File: config.mk
export PLATFORM = sky130hd
export DESIGN_NAME = uart_tx_arbiter
export DESIGN_NICKNAME = d
export VERILOG_FILES = /design/src/rtl/uart_tx_arbiter.sv
export SDC_FILE = /design/constraint.sdc
export NUM_CORES = 1
export LEC_CHECK = 0
export CAP_MARGIN = 40
export CORE_MARGIN = 3
export CORE_UTILIZATION = 40
export DETAILED_ROUTE_END_ITERATION = 10
export PLACE_DENSITY = 0.75
export SETUP_SLACK_MARGIN = 0.05
export SLEW_MARGIN = 20
export SYNTH_ARGS = -nofsm -noshare
export SYNTH_HDL_FRONTEND = slang
export SYNTH_SLANG_ARGS = --single-unit
export TNS_END_PERCENT = 5
File: constraint.sdc
create_clock -name clk_in -period 3.5 [get_ports clk_in]
set_clock_uncertainty 0.2 [all_clocks]
set_input_delay 0.7 -clock clk_in [delete_from_list [all_inputs] [get_ports clk_in]]
set_output_delay 0.7 -clock clk_in [all_outputs]
set_load 0.02 [all_outputs]
File: src/rtl/uart_tx_arbiter.sv
// Round-robin arbiter sharing one UART transmitter among NUM_REQ byte producers.
// Latency: grant at the request edge, tx_start one cycle later, done/timeout reported at the done-edge.
// Backpressure: one transfer in flight; other requests wait (level-held) until the next IDLE cycle.
module uart_tx_arbiter #(
  parameter int NUM_REQ     = 4,
  parameter int DATA_W      = 8,
  parameter int TIMEOUT_CYC = 200000
) (
  input  logic                        clk_in,
  input  logic                        rst_n_in,
  input  logic [NUM_REQ-1:0]          req_in,
  input  logic [NUM_REQ*DATA_W-1:0]   data_in,
  output logic [NUM_REQ-1:0]          grant_out,
  output logic [NUM_REQ-1:0]          done_out,
  output logic                        err_timeout_out,
  output logic                        busy_out,
  output logic                        tx_start_out,
  output logic [DATA_W-1:0]           tx_data_out,
  input  logic                        tx_done_in
);

  localparam int PTR_W = (NUM_REQ > 1) ? $clog2(NUM_REQ) : 1;
  localparam int CNT_W = $clog2(TIMEOUT_CYC + 1);

  // Counter value at which the wait is abandoned, and its saturation ceiling.
  localparam logic [CNT_W-1:0] CNT_LAST = CNT_W'(TIMEOUT_CYC - 1);
  localparam logic [CNT_W-1:0] CNT_MAX  = {CNT_W{1'b1}};
  localparam logic [PTR_W-1:0] PTR_LAST = PTR_W'(NUM_REQ - 1);

  typedef enum logic [1:0] {
    S_IDLE      = 2'd0,
    S_START     = 2'd1,
    S_WAIT_DONE = 2'd2
  } state_t;

  state_t                r_state,      w_state_nxt;
  logic [PTR_W-1:0]      r_rr_ptr,     w_rr_ptr_nxt;
  logic [PTR_W-1:0]      r_owner,      w_owner_nxt;
  logic [CNT_W-1:0]      r_cnt,        w_cnt_nxt;
  logic [DATA_W-1:0]     r_tx_data,    w_tx_data_nxt;
  logic [NUM_REQ-1:0]    r_grant,      w_grant_nxt;
  logic [NUM_REQ-1:0]    r_done,       w_done_nxt;
  logic                  r_err,        w_err_nxt;
  logic                  r_tx_start,   w_tx_start_nxt;
  logic                  r_done_q;

  logic                  w_req_any;
  logic [PTR_W-1:0]      w_sel;
  logic [DATA_W-1:0]     w_sel_data;
  logic [PTR_W-1:0]      w_owner_inc;
  logic                  w_done_edge;

  // Rising edge of the UART done flag; a level held high produces a single edge.
  assign w_done_edge = tx_done_in & ~r_done_q;

  // Pointer value used after the current owner finishes (wraps at NUM_REQ-1).
  assign w_owner_inc = (r_owner == PTR_LAST) ? '0 : r_owner + 1'b1;

  // Round-robin pick: first requesting index at or above rr_ptr, modulo NUM_REQ.
  always_comb begin
    w_req_any = 1'b0;
    w_sel     = '0;
    for (int i = 0; i < NUM_REQ; i++) begin
      if (!w_req_any && req_in[(int'(r_rr_ptr) + i) % NUM_REQ]) begin
        w_req_any = 1'b1;
        w_sel     = PTR_W'((int'(r_rr_ptr) + i) % NUM_REQ);
      end
    end
  end

  // Byte of the selected requester, captured only on a grant.
  assign w_sel_data = data_in[int'(w_sel)*DATA_W +: DATA_W];

  // Next-state and registered-output logic for the transfer FSM.
  always_comb begin
    w_state_nxt    = r_state;
    w_rr_ptr_nxt   = r_rr_ptr;
    w_owner_nxt    = r_owner;
    w_cnt_nxt      = r_cnt;
    w_tx_data_nxt  = r_tx_data;
    w_grant_nxt    = '0;
    w_done_nxt     = '0;
    w_err_nxt      = 1'b0;
    w_tx_start_nxt = 1'b0;

    case (r_state)
      S_IDLE: begin
        if (w_req_any) begin
          w_owner_nxt   = w_sel;
          w_tx_data_nxt = w_sel_data;
          w_grant_nxt   = NUM_REQ'(1) << w_sel;
          w_state_nxt   = S_START;
        end
      end

      S_START: begin
        w_tx_start_nxt = 1'b1;
        w_cnt_nxt      = '0;
        w_state_nxt    = S_WAIT_DONE;
      end

      S_WAIT_DONE: begin
        // A done edge wins over a timeout expiring in the same cycle.
        if (w_done_edge) begin
          w_done_nxt   = NUM_REQ'(1) << r_owner;
          w_rr_ptr_nxt = w_owner_inc;
          w_state_nxt  = S_IDLE;
        end else if (r_cnt == CNT_LAST) begin
          w_err_nxt    = 1'b1;
          w_rr_ptr_nxt = w_owner_inc;
          w_state_nxt  = S_IDLE;
        end else if (r_cnt != CNT_MAX) begin
          w_cnt_nxt = r_cnt + 1'b1;
        end
      end

      default: begin
        w_state_nxt = S_IDLE;
      end
    endcase
  end

  // State and output registers with synchronous active-low reset.
  always_ff @(posedge clk_in) begin
    if (!rst_n_in) begin
      r_state    <= S_IDLE;
      r_rr_ptr   <= '0;
      r_owner    <= '0;
      r_cnt      <= '0;
      r_tx_data  <= '0;
      r_grant    <= '0;
      r_done     <= '0;
      r_err      <= 1'b0;
      r_tx_start <= 1'b0;
    end else begin
      r_state    <= w_state_nxt;
      r_rr_ptr   <= w_rr_ptr_nxt;
      r_owner    <= w_owner_nxt;
      r_cnt      <= w_cnt_nxt;
      r_tx_data  <= w_tx_data_nxt;
      r_grant    <= w_grant_nxt;
      r_done     <= w_done_nxt;
      r_err      <= w_err_nxt;
      r_tx_start <= w_tx_start_nxt;
    end
  end

  // Done flag history, tracked in every state so stale levels never look like edges.
  always_ff @(posedge clk_in) begin
    if (!rst_n_in) begin
      r_done_q <= 1'b0;
    end else begin
      r_done_q <= tx_done_in;
    end
  end

  assign grant_out       = r_grant;
  assign done_out        = r_done;
  assign err_timeout_out = r_err;
  assign busy_out        = (r_state != S_IDLE);
  assign tx_start_out    = r_tx_start;
  assign tx_data_out     = r_tx_data;

endmodule

==> out/results.tsv, run 1 <==
stage	metric	value	unit
outcome	status	finished clean	
clock_tree	clkTransAtPathRegs	0.07	ns
sta	timing.final.crit_period	2.65	ns
synthesis	syn_inst	238	
run	max_cap_violations	0	
synthesis	synth_async_sr_flop_share	0	%
sta	drv_slew	0	
power_and_ir_drop	switching_share	25.7	%
sta	max_freq	0.378	GHz
worst_setup_path	cp_num_buf_inv	1	
worst_setup_path	start_kind	input pin	
floorplanning	core-area	4910	um^2
synthesis	synth-edff-count	0	
layout	drive_gt1_share	4.08	%
power_and_ir_drop	switchingPower	277	uW
clock_tree	htree_levels	2	
sta	setup_violations	0	
floorplanning	io_pins	58	
grt	antenna_found_initial	0	
placed_design	gp_congestion	0.831	
detailed_routing	ant_nets	0	
synthesis	synth_area_leader_cell	dfxtp_1	
floorplanning	die_h	78.7	um
sta	relSlewSlack	54.6	%
sta	hold_violations	0	
floorplanning	start_util	43.1	%
detailed_routing	drtIter0Drc	93	
grt	grt_start_max_net_pins	21	
clock_tree	cts_root_buffer	clkbuf_8	
worst_setup_path	crit_chain	clkdlybuf4s50_1, nand2b_1, a21oi_1, a21o_1, nor2_1, a32o_1	
worst_setup_path	critPathArrivalTime	2.63	ns
clock_tree	cts_buffers	5	
clock_tree	ctsResizeCount	0	
sta	worst_pin_slew	0.675	ns
detailed_routing	dr.pass1.iters	6	
power_and_ir_drop	internal_power	802	uW
layout	fin_nets	334	
synthesis	synth_ff_type	dfxtp_1	
floorplanning	fp.dieW	78.7	um
worst_setup_path	crit_required	3.48	ns
sta	finalSetupTns	0	ns
power_and_ir_drop	p_clk_share	31.0	%
floorplanning	die_area	6200	um^2
power_and_ir_drop	p_per_area	381	nW/um^2
placed_design	dp_hpwl	3830	um
sta	min_period_over_period	75.6	%
layout	antenna_cells	0	
worst_setup_path	path_class	input pin to flip-flop	
power_and_ir_drop	leakage	0.000974	uW
sta	rsz0062_at_grt	false	
detailed_routing	routed_wl	5100	um
synthesis	avgSynthCellArea	8.89	um^2
placed_design	port_buffers	57	
clock_tree	cts_sinks	43	
synthesis	syn_nets	279	
floorplanning	rows	25	
worst_setup_path	cp_max_fo	20	
hold_path	min_path_type	flip-flop to flip-flop	
detailed_routing	routed_via_density	5.40	
hold_path	worstHoldStart	tx_data_out[4]	
grt	grt.total_usage	17.3	%
worst_setup_path	max_stage_delay	0.49	ns
synthesis	synth_seq_cells	43	
detailed_routing	remaining_drc_errors	0	
synthesis	netlist.area_leader.share	40.7	%
grt	grt_pass1_wl	8730	um
layout	area_growth	33.9	%
grt	grt_overflow	0	
synthesis	yosysWarnings	0	
power_and_ir_drop	comb_power_share	20.1	%
synthesis	ys_seq_area_share	40.7	%
worst_setup_path	crit_path_start	tx_done_in	
clock_tree	cts_hold_buf	0	
power_and_ir_drop	p_seq_share	48.9	%
worst_setup_path	cp-end-kind	flip-flop	
detailed_routing	routedWlPerCell	14.1	um
power_and_ir_drop	vdd_drop_max	0.271	mV
synthesis	synth_area_leaders	dfxtp_1 41%, mux2i_1 9.9%, nand2_1 5.1%	
synthesis	synth_cell_types	44	
clock_tree	post-cts-setup-buffer-count	0	
worst_setup_path	slowest_stage	clkdlybuf4s50_1	
grt	grt_pass1_vias	1869	
clock_tree	cts_buffer_depth	2	
clock_tree	cts_tree	built	
layout	fin_util	57.7	%
detailed_routing	via_count	1948	
worst_setup_path	crit_family	compound AO/OA/AOI/OAI gates	
clock_tree	worst_skew_pair.late_latency	0.28	ns
synthesis	synth_area	2120	um^2
worst_setup_path	r2r_start	r_cnt[0]	
## tightest hold or removal path, stage by stage (launching register included)
cell      delay [ns]
dfxtp_1         0.34
nand2_1         0.05
o221ai_1        0.06
## layout make-up
cell class	instances	area, um^2
Inverter	4	15.0
Sequential cell	43	861
Multi-Input combinational cell	180	1190
Timing Repair Buffer	59	586
Tap cell	67	83.8
Clock buffer	8	100
Fill cell	470	2080
## metal layers
metal | track usage [%] | vias to the layer above | share of wire [%]
met4 | 4.72 | 0 | 0.75
met2 | 28.8 | 41 | 53
li1 | - | 990 | -
met3 | 3.51 | 4 | 3.4
met1 | 22.6 | 913 | 43
met5 | 0 | - | 0
## stage by stage
stage / power, uW / worst slack [ns] / std cells / hold WS (ns) / area [um^2]
3_3_place_gp: 752 / 0.656 / 353 / 0.246 / 2730
2_1_floorplan: 655 / 1.33 / 238 / 0.259 / 2120
4_1_cts: 1100 / 0.863 / 361 / 0.278 / 2830
6_report: 1080 / 0.855 / 361 / 0.277 / 2830
5_1_grt: 1130 / 0.678 / 361 / 0.306 / 2830
3_5_place_dp: 755 / 0.569 / 353 / 0.248 / 2730
## cell usage in the layout, fill, tap and decap left out, drive strengths merged, types with 2 or more instances in the layout
master and count:
a21o 2, a21oi 9, and2 6, and3 4, and4 3, buf 2
clkbuf 8, clkdlybuf4s50 57, dfxtp 43, ha 2, inv 4, mux2i 21
nand2 29, nand2b 8, nand3 5, nand4 6, nor2 15, nor2b 5
nor3 2, nor3b 3, nor4 10, nor4b 4, o21ai 4, o221ai 8
o311ai 2, o31ai 5, o41ai 2, or3 2, or4 6, xnor2 6
## worst paths after layout
kind	end	slack [ns]	cells after the start
setup reg to reg	r_cnt[6]	1.17	6
hold / removal	tx_data_out[4]	0.28	2
setup / recovery	r_cnt[6]	0.85	6
hold reg to reg	tx_data_out[4]	0.28	2
## power groups by stage
stage	clock (uW)	combinational (uW)	sequential (uW)
2_1_floorplan	0	98.4	557
3_3_place_gp	0	214	538
3_5_place_dp	0	218	538
4_1_cts	350	219	527
5_1_grt	363	236	531
6_report	335	217	527
## state kept, by name (all words and copies together), names as in the netlist
signal and flops:
done_out 4, err_timeout_out 1, grant_out 4, r_cnt 18
r_done_q 1, r_owner 2, r_rr_ptr 2, r_state 2
tx_data_out 8, tx_start_out 1
## cell usage after synthesis, drive strengths merged, types with 3 or more instances
cell / number
a21oi: 9
and2: 6
and3: 4
and4: 3
buf: 4
clkbuf: 7
dfxtp: 43
inv: 4
mux2i: 21
nand2: 29
nand2b: 8
nand3: 5
nand4: 6
nor2: 15
nor2b: 5
nor3b: 3
nor4: 10
nor4b: 4
o21ai: 4
o221ai: 8
o31ai: 5
or4: 6
xnor2: 6
## cell families (layout without fill, tap and decap cells)
logic type / count (synthesis) / count (layout) / synth area share (%)
adder cells (fa/ha/maj): 2 / 2 / 1.18
XOR/XNOR: 6 / 6 / 2.48
AND/OR/NAND/NOR: 112 / 112 / 29.4
AO/OA/AOI/OAI: 39 / 39 / 13.1
buffers and inverters: 15 / 71 / 3.19
flip-flops: 43 / 43 / 40.7
multiplexers: 21 / 21 / 9.93
Power figures use the tool's default switching activity.
==> inputs of run 2 (changes only) <==
--- a/config.mk
+++ b/config.mk
@@ -9,7 +9,7 @@
 export CORE_MARGIN = 3
 export CORE_UTILIZATION = 40
 export DETAILED_ROUTE_END_ITERATION = 10
-export PLACE_DENSITY = 0.75
+export PLACE_DENSITY = 0.78
 export SETUP_SLACK_MARGIN = 0.05
 export SLEW_MARGIN = 20
 export SYNTH_ARGS = -nofsm -noshare
==> constraint.sdc (replaced) <==
create_clock -name clk_in -period 2.1 [get_ports clk_in]
set_clock_uncertainty 0.2 [all_clocks]
set_input_delay 0.42 -clock clk_in [delete_from_list [all_inputs] [get_ports clk_in]]
set_output_delay 0.42 -clock clk_in [all_outputs]
set_load 0.02 [all_outputs]
==> run 2 against run 1 <==
  * Setup slack worse by 0.76 ns
  * Worst hold slack worse by 0.0035 ns
  * Sequential share of layout area down 2.4 points
  * Die area unchanged
  * Largest cell class unchanged
==> out/results.tsv, run 2 (synthesis results as in run 1) <==
stage	metric	value	unit
layout	mostFrequentLayoutCell	clkdlybuf4s50_1	
sta	relSlewSlack	69.8	%
worst_setup_path	r2r_start	r_cnt[1]	
floorplanning	core-area	4910	um^2
grt	grt_overflow	0	
sta	hold_violations	0	
clock_tree	cts_buffer_depth	2	
detailed_routing	routed_via_density	5.46	
clock_tree	worst_skew_pair.late_latency	0.29	ns
worst_setup_path	cp_max_fo	18	
clock_tree	clkTransAtPathRegs	0.08	ns
worst_setup_path	cp-end-kind	flip-flop	
worst_setup_path	start_kind	flip-flop	
detailed_routing	dr.pass1.iters	4	
sta	setup_violations	0	
grt	grt_pass1_vias	2023	
floorplanning	start_util	43.1	%
floorplanning	fp.dieW	78.7	um
detailed_routing	routed_wl	5380	um
placed_design	gp_congestion	0.802	
hold_path	holdPathStages	2	
power_and_ir_drop	p_per_area	670	nW/um^2
run	max_cap_violations	0	
hold_path	holdPathEnd	tx_data_out[6]	
clock_tree	cts_tree	built	
placed_design	dpl.cell_count	371	
clock_tree	post-cts-setup-buffer-count	0	
hold_path	worstHoldStart	tx_data_out[6]	
detailed_routing	drtIter0Drc	156	
layout	top_register	r_cnt	
power_and_ir_drop	vdd_drop_max	0.643	mV
layout	antenna_cells	0	
floorplanning	die_area	6200	um^2
worst_setup_path	critPathArrivalTime	2.03	ns
detailed_routing	remaining_drc_errors	0	
worst_setup_path	r2r_cells	7	
clock_tree	htree_levels	2	
sta	rsz0062_at_grt	true	
hold_path	min_path_type	flip-flop to flip-flop	
worst_setup_path	rrSetupSlack	0.1	ns
sta	max_freq	0.499	GHz
floorplanning	rows	25	
sta	finalSetupTns	0	ns
sta	drv_slew	0	
layout	final_cell_mix	54 x clkdlybuf4s50_1, 41 x dfxtp_1, 29 x nand2_1, 21 x mux2i_1, 16 x buf_4	
sta	min_period_over_period	95.3	%
worst_setup_path	rr_endpoint	r_cnt[11]	
clock_tree	cts_sinks	43	
layout	fin_nets	352	
layout	largest_reg_flops	18	
worst_setup_path	crit_required	2.13	ns
sta	timing.final.crit_period	2.00	ns
sta	worst_pin_slew	0.449	ns
layout	fin_util	62.9	%
grt	antenna_found_initial	0	
detailed_routing	ant_nets	0	
clock_tree	cts_hold_buf	0	
grt	grt.total_usage	17.9	%
power_and_ir_drop	leakage	0.00112	uW
worst_setup_path	path_class	flip-flop to flip-flop	
detailed_routing	routedWlPerCell	14.2	um
grt	grt_pass1_wl	8990	um
placed_design	dp_hpwl	4020	um
layout	stdcell_count	379	
grt	grt_start_max_net_pins	19	
floorplanning	die_h	78.7	um
clock_tree	cts_buffers	5	
outcome	status	finished clean	
layout	area_growth	46.0	%
layout	drive_gt1_share	12.8	%
floorplanning	io_pins	58	
placed_design	port_buffers	57	
clock_tree	cts_root_buffer	clkbuf_8	
detailed_routing	via_count	2070	
[run 2: cell types whose count changed in the layout (fill, tap and decap cells not counted), sizes merged]
cell,before,now
buf,2,20
bufinv,0,2
clkbuf,8,6
clkdlybuf4s50,57,54
dlygate4sd2,0,1
dlymetal6s2s,0,2
[run 2: worst max-delay path, stage by stage, from the launching register on]
cell	delay, ns
dfxtp_1	0.34
ha_2	0.19
nand3_1	0.12
nor3b_2	0.07
a21o_1	0.21
buf_12	0.15
or4_1	0.49
a21oi_1	0.15
[run 2: repair_timing]
action | CTS | global route
setup endpoints to repair | 1 | 21
pin swaps | 0 | 2
resized for setup | 1 | 12
[run 2: where the power goes]
part | leakage, uW | internal (uW) | switching [uW] | total, uW
Clock | 0.0000654 | 476 | 286 | 762
Combinational | 0.000702 | 235 | 194 | 429
Sequential | 0.000350 | 854 | 24.1 | 878
Total | 0.00112 | 1560 | 505 | 2070
[run 2: worst max-delay path by stage]
stage,start,end,slack (ns)
finish,r_cnt[1],r_cnt[11],0.1
floorplan,r_cnt[0],r_cnt[5],0.15
CTS,req_in[0],tx_data_out[3],0.07
global route,r_cnt[1],r_cnt[4],0.04
detailed placement,req_in[0],tx_data_out[0],-0.23
global placement,req_in[1],tx_data_out[2],-0.20
[run 2: layout make-up]
class | count | area (um^2)
clock inverters | 2 | 60.1
well taps | 67 | 83.8
inverters | 4 | 15.0
clock buffers | 6 | 72.6
repair buffers | 77 | 774
flip-flops and latches | 43 | 863
fillers | 403 | 1820
multi-input cells | 180 | 1220
[run 2: per-stage QoR]
step / instance area, um^2 / hold WS [ns] / power [uW] / setup WS, ns
6_report: 3090 / 0.274 / 2070 / 0.0980
2_1_floorplan: 2120 / 0.259 / 1090 / 0.155
3_5_place_dp: 2920 / 0.252 / 1330 / -0.228
3_3_place_gp: 2920 / 0.245 / 1320 / -0.204
5_1_grt: 3090 / 0.305 / 2170 / 0.0386
4_1_cts: 3050 / 0.271 / 2090 / 0.0705
[run 2: layer usage]
layer / global-route usage, % / up-vias / wire length, um
met5: 0 / - / 0
met4: 5.77 / 0 / 74
met3: 3.63 / 8 / 176
met2: 30.7 / 51 / 2760
met1: 22.4 / 979 / 2370
li1: - / 1032 / -
